$ cat config.mk
export PLATFORM = sky130hd
export DESIGN_NAME = pipe_ctrl_flat
export DESIGN_NICKNAME = d
export VERILOG_FILES = /design/src/rtl/y86_pkg.sv /design/src/rtl/pipe_ctrl_if.sv /design/src/rtl/pipe_ctrl_perf_cnt.sv /design/src/rtl/pipe_ctrl.sv /design/src/flat_wrapper.sv
export SDC_FILE = /design/constraint.sdc
export NUM_CORES = 1
export LEC_CHECK = 0
export CORE_AREA = 5 5 134 168
export CTS_CLUSTER_DIAMETER = 60
export DETAILED_ROUTE_END_ITERATION = 16
export DIE_AREA = 0 0 139 173
export MAX_ROUTING_LAYER = met4
export PLACE_DENSITY_LB_ADDON = 0.25
export SLEW_MARGIN = 20
export SYNTH_ARGS = -nofsm -noshare
export SYNTH_HDL_FRONTEND = slang
export SYNTH_SLANG_ARGS = --single-unit
$ cat constraint.sdc
create_clock -name clk -period 4.15 [get_ports clk]
set_input_delay 0.415 -clock clk [delete_from_list [all_inputs] [get_ports clk]]
set_output_delay 0.415 -clock clk [all_outputs]
set_load 0.005 [all_outputs]
$ cat src/rtl/y86_pkg.sv
// Shared Y86-64 encodings: status codes, icodes, register ids and run-state encoding.
package y86_pkg;

    // Status codes carried alongside each instruction
    localparam logic [3:0] SAOK = 4'd1;
    localparam logic [3:0] SHLT = 4'd2;
    localparam logic [3:0] SADR = 4'd3;
    localparam logic [3:0] SINS = 4'd4;

    // Instruction codes
    localparam logic [3:0] IHALT   = 4'd0;
    localparam logic [3:0] INOP    = 4'd1;
    localparam logic [3:0] IMRMOVQ = 4'd5;
    localparam logic [3:0] IOPQ    = 4'd6;
    localparam logic [3:0] IJXX    = 4'd7;
    localparam logic [3:0] IRET    = 4'd9;
    localparam logic [3:0] IPOPQ   = 4'd11;

    // Register id meaning "no register"
    localparam logic [3:0] RNONE = 4'hF;

    typedef enum logic [1:0] {
        StIdle = 2'd0,
        StRun  = 2'd1,
        StHalt = 2'd2
    } run_state_e;

endpackage

$ cat src/rtl/pipe_ctrl_if.sv
// Bundle between the pipeline datapath (master) and the control unit (slave).
interface pipe_ctrl_if #(
    parameter int unsigned CNT_W = 32
);
    // Datapath observations
    logic             start;
    logic [3:0]       D_icode;
    logic [3:0]       d_srcA;
    logic [3:0]       d_srcB;
    logic [3:0]       E_icode;
    logic [3:0]       E_dstM;
    logic             e_Cnd;
    logic [3:0]       M_icode;
    logic [3:0]       m_stat;
    logic [3:0]       W_icode;
    logic [3:0]       W_stat;

    // Stage controls and status
    logic             F_stall;
    logic             D_stall;
    logic             D_bubble;
    logic             E_bubble;
    logic             M_bubble;
    logic             W_stall;
    logic             set_cc;
    logic             halted;
    logic [1:0]       run_state;
    logic [3:0]       final_stat;

    // Performance counters
    logic [CNT_W-1:0] cyc_cnt;
    logic [CNT_W-1:0] ret_cnt_i;
    logic [CNT_W-1:0] lu_cnt;
    logic [CNT_W-1:0] mp_cnt;
    logic [CNT_W-1:0] rb_cnt;

    modport master (
        output start, D_icode, d_srcA, d_srcB, E_icode, E_dstM, e_Cnd,
               M_icode, m_stat, W_icode, W_stat,
        input  F_stall, D_stall, D_bubble, E_bubble, M_bubble, W_stall, set_cc,
               halted, run_state, final_stat,
               cyc_cnt, ret_cnt_i, lu_cnt, mp_cnt, rb_cnt
    );

    modport slave (
        input  start, D_icode, d_srcA, d_srcB, E_icode, E_dstM, e_Cnd,
               M_icode, m_stat, W_icode, W_stat,
        output F_stall, D_stall, D_bubble, E_bubble, M_bubble, W_stall, set_cc,
               halted, run_state, final_stat,
               cyc_cnt, ret_cnt_i, lu_cnt, mp_cnt, rb_cnt
    );

endinterface

$ cat src/rtl/pipe_ctrl_perf_cnt.sv
// Wrapping event counter with enable and synchronous clear (clear wins).
module perf_cnt #(
    parameter int unsigned CNT_W = 32
) (
    input  logic             clk_i,
    input  logic             clr_i,
    input  logic             en_i,
    output logic [CNT_W-1:0] cnt_o
);

    logic [CNT_W-1:0] cnt_q, cnt_d;

    // Next count: clear, increment on enable (wraps naturally), else hold
    always_comb begin
        cnt_d = cnt_q;
        if (clr_i) begin
            cnt_d = '0;
        end else if (en_i) begin
            cnt_d = cnt_q + CNT_W'(1);
        end
    end

    // Count register
    always_ff @(posedge clk_i) begin
        cnt_q <= cnt_d;
    end

    assign cnt_o = cnt_q;

endmodule

$ cat src/rtl/pipe_ctrl.sv
// Y86-64 pipeline control: hazard decode, IDLE/RUN/HALT run state and perf counters.
module pipe_ctrl
    import y86_pkg::*;
#(
    parameter int unsigned CNT_W = 32
) (
    input logic        clk,
    input logic        rst,
    pipe_ctrl_if.slave bus
);

    run_state_e state_q, state_d;
    logic [3:0] final_stat_q, final_stat_d;

    logic lu, rt, mp, mexc, wexc, run_act, retire;

    // Hazard terms
    always_comb begin
        lu      = ((bus.E_icode == IMRMOVQ) || (bus.E_icode == IPOPQ)) &&
                  (bus.E_dstM != RNONE) &&
                  ((bus.E_dstM == bus.d_srcA) || (bus.E_dstM == bus.d_srcB));
        rt      = (bus.D_icode == IRET) || (bus.E_icode == IRET) || (bus.M_icode == IRET);
        mp      = (bus.E_icode == IJXX) && !bus.e_Cnd;
        mexc    = (bus.m_stat != SAOK);
        wexc    = (bus.W_stat != SAOK);
        retire  = (bus.W_icode != INOP) && ((bus.W_stat == SAOK) || (bus.W_stat == SHLT));
        // Reset forces IDLE-style controls even while state_q still says RUN
        run_act = (state_q == StRun) && !rst;
    end

    // Run-state and captured final status registers
    always_ff @(posedge clk) begin
        if (rst) begin
            state_q      <= StIdle;
            final_stat_q <= 4'd0;
        end else begin
            state_q      <= state_d;
            final_stat_q <= final_stat_d;
        end
    end

    // Next-state: start leaves IDLE, any non-AOK at write-back halts, HALT is absorbing
    always_comb begin
        state_d      = state_q;
        final_stat_d = final_stat_q;
        case (state_q)
            StIdle: if (bus.start) state_d = StRun;
            StRun: begin
                if (wexc) begin
                    state_d      = StHalt;
                    final_stat_d = bus.W_stat;
                end
            end
            StHalt:  state_d = StHalt;
            default: state_d = StIdle;
        endcase
    end

    // Stage controls: frozen pipe outside RUN, hazard-driven inside
    always_comb begin
        bus.F_stall  = 1'b1;
        bus.D_stall  = 1'b1;
        bus.D_bubble = 1'b0;
        bus.E_bubble = 1'b0;
        bus.M_bubble = 1'b0;
        bus.W_stall  = 1'b1;
        bus.set_cc   = 1'b0;
        if (run_act) begin
            bus.F_stall  = lu | rt;
            bus.D_stall  = lu;
            // Load-use takes priority over the ret bubble in decode
            bus.D_bubble = mp | (!lu & rt);
            bus.E_bubble = mp | lu;
            bus.M_bubble = mexc | wexc;
            bus.W_stall  = wexc;
            bus.set_cc   = (bus.E_icode == IOPQ) & !mexc & !wexc;
        end
    end

    assign bus.run_state  = state_q;
    assign bus.halted     = (state_q == StHalt);
    assign bus.final_stat = final_stat_q;

    perf_cnt #(.CNT_W(CNT_W)) u_cyc_cnt (
        .clk_i (clk),
        .clr_i (rst),
        .en_i  (run_act),
        .cnt_o (bus.cyc_cnt)
    );

    perf_cnt #(.CNT_W(CNT_W)) u_ret_cnt (
        .clk_i (clk),
        .clr_i (rst),
        .en_i  (run_act & retire),
        .cnt_o (bus.ret_cnt_i)
    );

    perf_cnt #(.CNT_W(CNT_W)) u_lu_cnt (
        .clk_i (clk),
        .clr_i (rst),
        .en_i  (run_act & lu),
        .cnt_o (bus.lu_cnt)
    );

    perf_cnt #(.CNT_W(CNT_W)) u_mp_cnt (
        .clk_i (clk),
        .clr_i (rst),
        .en_i  (run_act & mp),
        .cnt_o (bus.mp_cnt)
    );

    perf_cnt #(.CNT_W(CNT_W)) u_rb_cnt (
        .clk_i (clk),
        .clr_i (rst),
        .en_i  (run_act & !lu & rt),
        .cnt_o (bus.rb_cnt)
    );

endmodule

$ cat src/flat_wrapper.sv
// flat-port wrapper written by rule: the top's interface ports become plain ports
module pipe_ctrl_flat import y86_pkg::*;
#(
    parameter int unsigned CNT_W = 32
)
  (clk, rst, bus_start, bus_D_icode, bus_d_srcA, bus_d_srcB, bus_E_icode, bus_E_dstM, bus_e_Cnd, bus_M_icode, bus_m_stat, bus_W_icode, bus_W_stat, bus_F_stall, bus_D_stall, bus_D_bubble, bus_E_bubble, bus_M_bubble, bus_W_stall, bus_set_cc, bus_halted, bus_run_state, bus_final_stat, bus_cyc_cnt, bus_ret_cnt_i, bus_lu_cnt, bus_mp_cnt, bus_rb_cnt);
  pipe_ctrl_if #(.CNT_W(CNT_W)) bus_i ();
  input logic clk;
  input logic rst;
  input wire logic [$bits(bus_i.start)-1:0] bus_start;
  input wire logic [$bits(bus_i.D_icode)-1:0] bus_D_icode;
  input wire logic [$bits(bus_i.d_srcA)-1:0] bus_d_srcA;
  input wire logic [$bits(bus_i.d_srcB)-1:0] bus_d_srcB;
  input wire logic [$bits(bus_i.E_icode)-1:0] bus_E_icode;
  input wire logic [$bits(bus_i.E_dstM)-1:0] bus_E_dstM;
  input wire logic [$bits(bus_i.e_Cnd)-1:0] bus_e_Cnd;
  input wire logic [$bits(bus_i.M_icode)-1:0] bus_M_icode;
  input wire logic [$bits(bus_i.m_stat)-1:0] bus_m_stat;
  input wire logic [$bits(bus_i.W_icode)-1:0] bus_W_icode;
  input wire logic [$bits(bus_i.W_stat)-1:0] bus_W_stat;
  output wire logic [$bits(bus_i.F_stall)-1:0] bus_F_stall;
  output wire logic [$bits(bus_i.D_stall)-1:0] bus_D_stall;
  output wire logic [$bits(bus_i.D_bubble)-1:0] bus_D_bubble;
  output wire logic [$bits(bus_i.E_bubble)-1:0] bus_E_bubble;
  output wire logic [$bits(bus_i.M_bubble)-1:0] bus_M_bubble;
  output wire logic [$bits(bus_i.W_stall)-1:0] bus_W_stall;
  output wire logic [$bits(bus_i.set_cc)-1:0] bus_set_cc;
  output wire logic [$bits(bus_i.halted)-1:0] bus_halted;
  output wire logic [$bits(bus_i.run_state)-1:0] bus_run_state;
  output wire logic [$bits(bus_i.final_stat)-1:0] bus_final_stat;
  output wire logic [$bits(bus_i.cyc_cnt)-1:0] bus_cyc_cnt;
  output wire logic [$bits(bus_i.ret_cnt_i)-1:0] bus_ret_cnt_i;
  output wire logic [$bits(bus_i.lu_cnt)-1:0] bus_lu_cnt;
  output wire logic [$bits(bus_i.mp_cnt)-1:0] bus_mp_cnt;
  output wire logic [$bits(bus_i.rb_cnt)-1:0] bus_rb_cnt;
  assign bus_i.start = bus_start;
  assign bus_i.D_icode = bus_D_icode;
  assign bus_i.d_srcA = bus_d_srcA;
  assign bus_i.d_srcB = bus_d_srcB;
  assign bus_i.E_icode = bus_E_icode;
  assign bus_i.E_dstM = bus_E_dstM;
  assign bus_i.e_Cnd = bus_e_Cnd;
  assign bus_i.M_icode = bus_M_icode;
  assign bus_i.m_stat = bus_m_stat;
  assign bus_i.W_icode = bus_W_icode;
  assign bus_i.W_stat = bus_W_stat;
  assign bus_F_stall = bus_i.F_stall;
  assign bus_D_stall = bus_i.D_stall;
  assign bus_D_bubble = bus_i.D_bubble;
  assign bus_E_bubble = bus_i.E_bubble;
  assign bus_M_bubble = bus_i.M_bubble;
  assign bus_W_stall = bus_i.W_stall;
  assign bus_set_cc = bus_i.set_cc;
  assign bus_halted = bus_i.halted;
  assign bus_run_state = bus_i.run_state;
  assign bus_final_stat = bus_i.final_stat;
  assign bus_cyc_cnt = bus_i.cyc_cnt;
  assign bus_ret_cnt_i = bus_i.ret_cnt_i;
  assign bus_lu_cnt = bus_i.lu_cnt;
  assign bus_mp_cnt = bus_i.mp_cnt;
  assign bus_rb_cnt = bus_i.rb_cnt;
  pipe_ctrl #(.CNT_W(CNT_W)) u_core (.clk(clk), .rst(rst), .bus(bus_i));
endmodule
==> metrics.txt, run 1 <==
grt ovf 0; number of flops mapped to enable cells by yosys 0; Total Routing Usage GR between 10% and 20%; initial antenna violation count 0; outcome finished clean; Main synth FF type dfxtp_1; drt pass-1 iters 5; post-synth design cell area 8120 um^2; die area 24000 um^2; Least-Margin Pin Slew 0.839 ns; H-tree Lvls 4; die width 139 um; max-slew violations 0; CTS root buffer clkbuf_16; antenna diode count 0; RSZ-0062 raised after global routing no; largest net degree at the start of global routing approximately 130; r2r worst-path depth 7; routed length per instance 16.1 um; Synth Instances around 980; Filler cells roughly 2000; Synth top area share around two fifths; Ys Warns 0; critical path data arrival time a little under 3 ns; Clock Skew 0.00983 ns; final wirelength 23400 um; core area just over 20000 um^2; first-pass GRT wire length 38000 um; fin crit period around 3.4 ns; vias in the first global route 7425; crit path from u_core.bus.run_state[1]; Synth top cells by count dfxtp_1 (166), nor2_1 (98), a21oi_1 (75); Peak VDD IR roughly 0.28 mV; Die Span Y 173 um; Port Buffers around 210; Avg Inst Size Synth 8.33 um^2; startpoint of the worst register-to-register path u_core.bus.run_state[1]; Synth area leader dfxtp_1; # IOs approximately 210; top cells by area, synth dfxtp_1 (41%), xnor2_1 (6.4%), a21oi_1 (4.6%); Hold Vio Cnt, Final 0; layout cells sized above 1 4.86%; Yosys reg bits roughly 170; sequential area share after synthesis 40.9%; FF-to-FF End u_core.u_rb_cnt.cnt_o[16]; Vias 7844; Worst-Skew Late Latency 0.43 ns; setup bufs post-CTS 0; Final #Nets 1210; CTS sink cnt approximately 170; clock buffer count from CTS 17; Max-slew headroom 44.0%; Longest Clk Path Bufs 2; f_max 0.296 GHz; row count between 50 and 60; most numerous cell in the Yosys netlist dfxtp_1; critical path endpoint bus_D_bubble; final setup vio count 0; synthesis-to-finish area growth 36.0%; Clk pin slew, worst setup/hold paths 0.06 ns; Hold-fix buffers, CTS 0; Post-DP HPWL roughly 17000 um; min-delay worst type in2reg; Pwr Total between 3 and 4 mW; Net Count, Synth just over 1000; setup TNS 0 ns; gp weighted congestion between 0.8 and 0.9; PD cells ~320 nW/um^2; ANT nets after route 0; Crit Path Category reg2out; post_cts resized 0; Starting Density 39.3%; crit start category flip-flop; drt first-iter violations around 430; CP Capture Type output pin; Post-route DRC 0; TritonCTS clock tree built; register-to-register setup slack ~1.2 ns; Leakage between 3 and 4 nW; max-cap violations 0; Cell variety after synth 53; critical path peak fanout 18; CP required ~3.7 ns; via-per-instance ratio 5.42; fin crit share between 80% and 90%; ys async rst share 0%
[state kept, by name (all words and copies together), names as in the netlist]
| name | cells |
|---|---|
| u_core.u_lu_cnt.cnt_o | 32 |
| u_core.u_ret_cnt.cnt_o | 32 |
| u_core.u_mp_cnt.cnt_o | 32 |
| u_core.u_rb_cnt.cnt_o | 32 |
| u_core.u_cyc_cnt.cnt_o | 32 |
| u_core.bus.final_stat | 4 |
| u_core.bus.run_state | 2 |
[critical path, cell delays in order, from the launching register on]
cell and delay [ns]:
dfxtp_1 0.32, inv_1 0.09, ha_1 0.32, nor2b_1 0.48
nand2_1 0.45, o21bai_1 0.32, clkdlybuf4s50_1 0.55
[cell type report]
cell class / count / area (um^2) / share of cell area (%)
clock buffer: 20 / 457 / 4.14
clock inverter: 11 / 126 / 1.14
inverter: 29 / 109 / 0.986
multi-input combinational: 726 / 4470 / 40.5
sequential: 166 / 3320 / 30.1
tap: 274 / 343 / 3.11
timing repair buffer: 222 / 2210 / 20.0
[worst min path at each step]
stage | start | endpoint | slack [ns] | depth (start not counted)
6_report | rst | u_core.bus.run_state[1] | 0.43 | 2
2_1_floorplan | u_core.bus.final_stat[0] | u_core.bus.final_stat[0] | 0.46 | 2
5_1_grt | rst | u_core.u_mp_cnt.cnt_o[26] | 0.45 | 2
3_5_place_dp | u_core.bus.final_stat[0] | u_core.bus.final_stat[0] | 0.47 | 2
4_1_cts | rst | u_core.u_mp_cnt.cnt_o[15] | 0.42 | 2
3_3_place_gp | u_core.bus.final_stat[0] | u_core.bus.final_stat[0] | 0.46 | 2
[power breakdown]
| part | switching [mW] | internal, mW | total, mW |
|---|---|---|---|
| combinational | 0.176 | 0.167 | 0.343 |
| sequential | 0.0266 | 1.62 | 1.65 |
| clock | 0.658 | 0.917 | 1.58 |
[per-layer routing]
metal  global-route usage [%]  part of all wire [%]
met1                     23.7                    45
met3                     5.00                   5.8
met5                        -                     0
met2                     31.2                    47
met4                     6.77                   2.0
[cell families after synthesis]
family / count (synthesis) / synth area share [%]
and+or+nand+nor: 446 / 30.3
xor gates and xnor gates: 80 / 8.63
DFF: 166 / 40.9
buffers and inverters: 83 / 4.18
AOI/OAI and AO/OA: 187 / 14.1
adders and majority gates: 8 / 1.23
muxes: 5 / 0.632
[per-stage QoR]
step                hold slack [ns]  setup WS [ns]  util, %  cells  area [um^2]
floorplan                     0.463           1.86        -    975         8120
global placement              0.461          0.965     50.6   1417        10500
detailed placement            0.466          0.945     50.6   1417        10500
CTS                           0.418          0.751     53.4   1448        11000
global route                  0.449          0.506     53.4   1448        11000
finish                        0.428          0.772     53.4   1448        11000
[cell usage in the layout (no fill, tap or decap), drive strengths merged, types with 8 or more instances in the layout]
master / instances
dfxtp: 166
xnor2: 59
nand4: 44
nor4: 27
inv: 30
nor2: 98
clkbuf: 20
buf: 10
o21ai: 40
ha: 8
o31ai: 34
or4: 33
nand3: 44
xor2: 21
or3: 43
nor3: 27
and3: 12
clkdlybuf4s50: 212
o21a: 9
nand2: 65
a21oi: 75
and4: 21
No activity file was read; power rests on OpenSTA's default activity.
==> run 2: changes to the inputs <==
==> constraint.sdc (replaced) <==
create_clock -name clk -period 2.7 [get_ports clk]
set_input_delay 0.27 -clock clk [delete_from_list [all_inputs] [get_ports clk]]
set_output_delay 0.27 -clock clk [all_outputs]
set_load 0.005 [all_outputs]
==> run 2 against run 1 <==
Flip-flop and latch count unchanged. Routed wire length increased by 1.4%. Global-route usage about the same. Sequential share of layout area decreased by 0.52 points. Worst setup slack got worse by 0.71 ns. Clock skew increased by 0.0017 ns. Total power increased by 53%. Combinational power increased by 73%. Clock power increased by 46%. Final cell count increased by 1.7%. Utilization increased by 0.94 points. Critical path depth unchanged. Highest routed layer unchanged.
==> metrics.txt, run 2 (synthesis gave the netlist of run 1 again) <==
outcome finished clean; f_max between 0.3 and 0.4 GHz; drt first-iter violations 424 (-1.9%); CTS sink cnt 166 (unchanged); die area 24000 um^2 (unchanged); Final #Nets 1235 (+2.1%); crit path from bus_E_icode[1]; H-tree Lvls 4 (unchanged); # IOs 214 (unchanged); Longest Clk Path Bufs 2 (unchanged); fin crit share between 90% and 100%; r2r worst-path depth 9 (+2); Least-Margin Pin Slew 0.824 ns (-0.0155 ns); crit start category input port; synthesis-to-finish area growth 38.3%; core area 20700 um^2 (unchanged); Vias 7969 (+1.6%); setup bufs post-CTS 0 (unchanged); P_int 4.07 mW (+50%); Die Span Y 173 um (unchanged); CP Capture Type output pin; Filler cells 1948 (-1.0%); fin cells 1473 (+1.7%); gp weighted congestion 0.891 (+8.6%); Final Worst Setup Slack 0.0587 ns (-0.713 ns); CTS root buffer clkbuf_16; first-pass GRT wire length 37900 um (-0.38%); startpoint of the worst register-to-register path u_core.bus.run_state[1]; Worst path most repeated cell clkdlybuf4s50_1; initial antenna violation count 0 (unchanged); drt pass-1 iters 5 (unchanged); worst slack, placed 0.0183 ns (-0.927 ns); layout cells sized above 1 7.09% (+2.2 points); met1 usage in global routing 23.9% (+0.21 points); register-to-register setup slack 0.38 ns (-0.77 ns); max-slew violations 0 (unchanged); Clock Skew 0.0116 ns (+0.00175 ns); fin util 54.3% (+0.94 points); fin crit period 2.64 ns; Psw 1.38 mW (+60%); via-per-instance ratio 5.41 (-0.13%); clock buffer count from CTS 17 (unchanged); TritonCTS clock tree built; met2 Track Usage GR 31.1% (-0.061 points); grt ovf 0 (unchanged); met3 Track Usage GR 5.28% (+0.28 points); Clk pin slew, worst setup/hold paths 0.06 ns (about the same); Crit-path slowest cell clkdlybuf4s50_1; Worst-Skew Late Latency 0.42 ns (about the same); critical path peak fanout 7 (-11); final wirelength 23700 um (+1.4%); FF-to-FF End u_core.u_ret_cnt.cnt_o[29]; largest net degree at the start of global routing 77 (-39%); most common cell after layout, fill and taps aside clkdlybuf4s50_1; switching share of power 25.3% (+1.1 points); Worst Hold Depth 4 (+2); Post-DP HPWL 17300 um (+4.6%); sequential power share 46.6% (+0.4 points); CP required 2.43 ns (-1.30 ns); min-delay worst type in2reg; most frequent cells in the layout clkdlybuf4s50_1 (212), dfxtp_1 (166), nor2_1 (98), a21oi_1 (75), nand2_1 (65); final setup vio count 0 (unchanged); multi-input combinational cell area 4490 um^2 (+0.56%); antenna diode count 0 (unchanged); vias in the first global route 7297 (-1.7%); Total Routing Usage GR 19.4% (about the same); combinational share of power 10.9% (+1.3 points); critical path data arrival time 2.37 ns (-0.59 ns); max-cap violations 0 (unchanged); Max-slew headroom 45.1% (+1.1 points); worst path cell trace clkdlybuf4s50_1, nor4bb_1, or3_1, nand2_1, o21bai_1, clkdlybuf4s50_1; Starting Density 39.3% (unchanged); Seq. cell area 3320 um^2 (unchanged); PD cells 485 nW/um^2 (+50%); Leakage 3.48 nW (+2.9%); Crit Path Category in2out; critical path endpoint bus_D_bubble; Clk pwr share 42.5% (-1.7 points); Largest stage delay, worst path 0.53 ns (-0.02 ns); GRT Max-Usage Layer met2; Pwr Total 5.44 mW (+53%); Post-route DRC 0 (unchanged); setup TNS 0 ns (unchanged); die width 139 um (unchanged); placed instance count 1442 (+1.8%); Port Buffers 213 (unchanged); ANT nets after route 0 (unchanged); Peak VDD IR 0.500 mV (+81%); routed length per instance 16.1 um (-0.33%); row count 59 (unchanged); Hold Vio Cnt, Final 0 (unchanged)
run 2: changes by cell type in the layout (fill, tap and decap cells not counted), moves of 2 or more:
cell        delta
inv_6          +4
clkinv_4       -3
buf_4         +24
clkinvlp_4     +3
clkbuf_8       -2
run 2: area by class of cell:
type                    count  share of cell area (%)
clock buffers              18                    3.82
clock inverters            13                    1.09
inverters                  29                   0.969
multi-input cells         726                    40.0
flip-flops and latches    166                    29.6
well taps                 274                    3.05
repair buffers            247                    21.5
run 2: how the worst min path moves through the flow:
| stage | start | end | slack, ns |
|---|---|---|---|
| 2_1_floorplan | bus_W_stat[0] | u_core.bus.final_stat[0] | 0.42 |
| 3_3_place_gp | u_core.bus.final_stat[0] | u_core.bus.final_stat[0] | 0.46 |
| 6_report | rst | u_core.bus.run_state[0] | 0.27 |
| 4_1_cts | rst | u_core.bus.run_state[0] | 0.27 |
| 5_1_grt | rst | u_core.bus.run_state[0] | 0.28 |
| 3_5_place_dp | u_core.bus.final_stat[0] | u_core.bus.final_stat[0] | 0.47 |
run 2: critical path: cells and delay by family:
| family | cells | cell delay [ns] |
|---|---|---|
| buf+inv | 2 | 1.04 |
| simple gates | 3 | 0.86 |
| compound gates | 1 | 0.19 |
run 2: repair_timing:
item	in CTS	in global routing
pin swaps	0	0
setup endpoints to repair	2	1
gates cloned	0	0
gates resized for setup	3	2
hold buffers	0	0
run 2: power by group through the flow:
stage	clock, mW	sequential [mW]	combinational [mW]
2_1_floorplan	0	2.58	0.243
3_3_place_gp	0	2.58	0.576
3_5_place_dp	0	2.59	0.585
4_1_cts	2.39	2.53	0.595
5_1_grt	2.48	2.54	0.646
6_report	2.31	2.53	0.593
run 2: layer usage:
| metal | vias to the layer above | wire length [um] |
|---|---|---|
| met4 | 0 | 399 |
| met1 | 3751 | 10700 |
| met2 | 193 | 11300 |
| met5 | - | 0 |
| li1 | 4004 | - |
| met3 | 21 | 1300 |
run 2: metrics by stage:
step	hold WS (ns)	instance area, um^2
2_1_floorplan	0.420	8120
3_3_place_gp	0.460	10700
6_report	0.274	11200
3_5_place_dp	0.474	10700
4_1_cts	0.266	11200
5_1_grt	0.283	11200
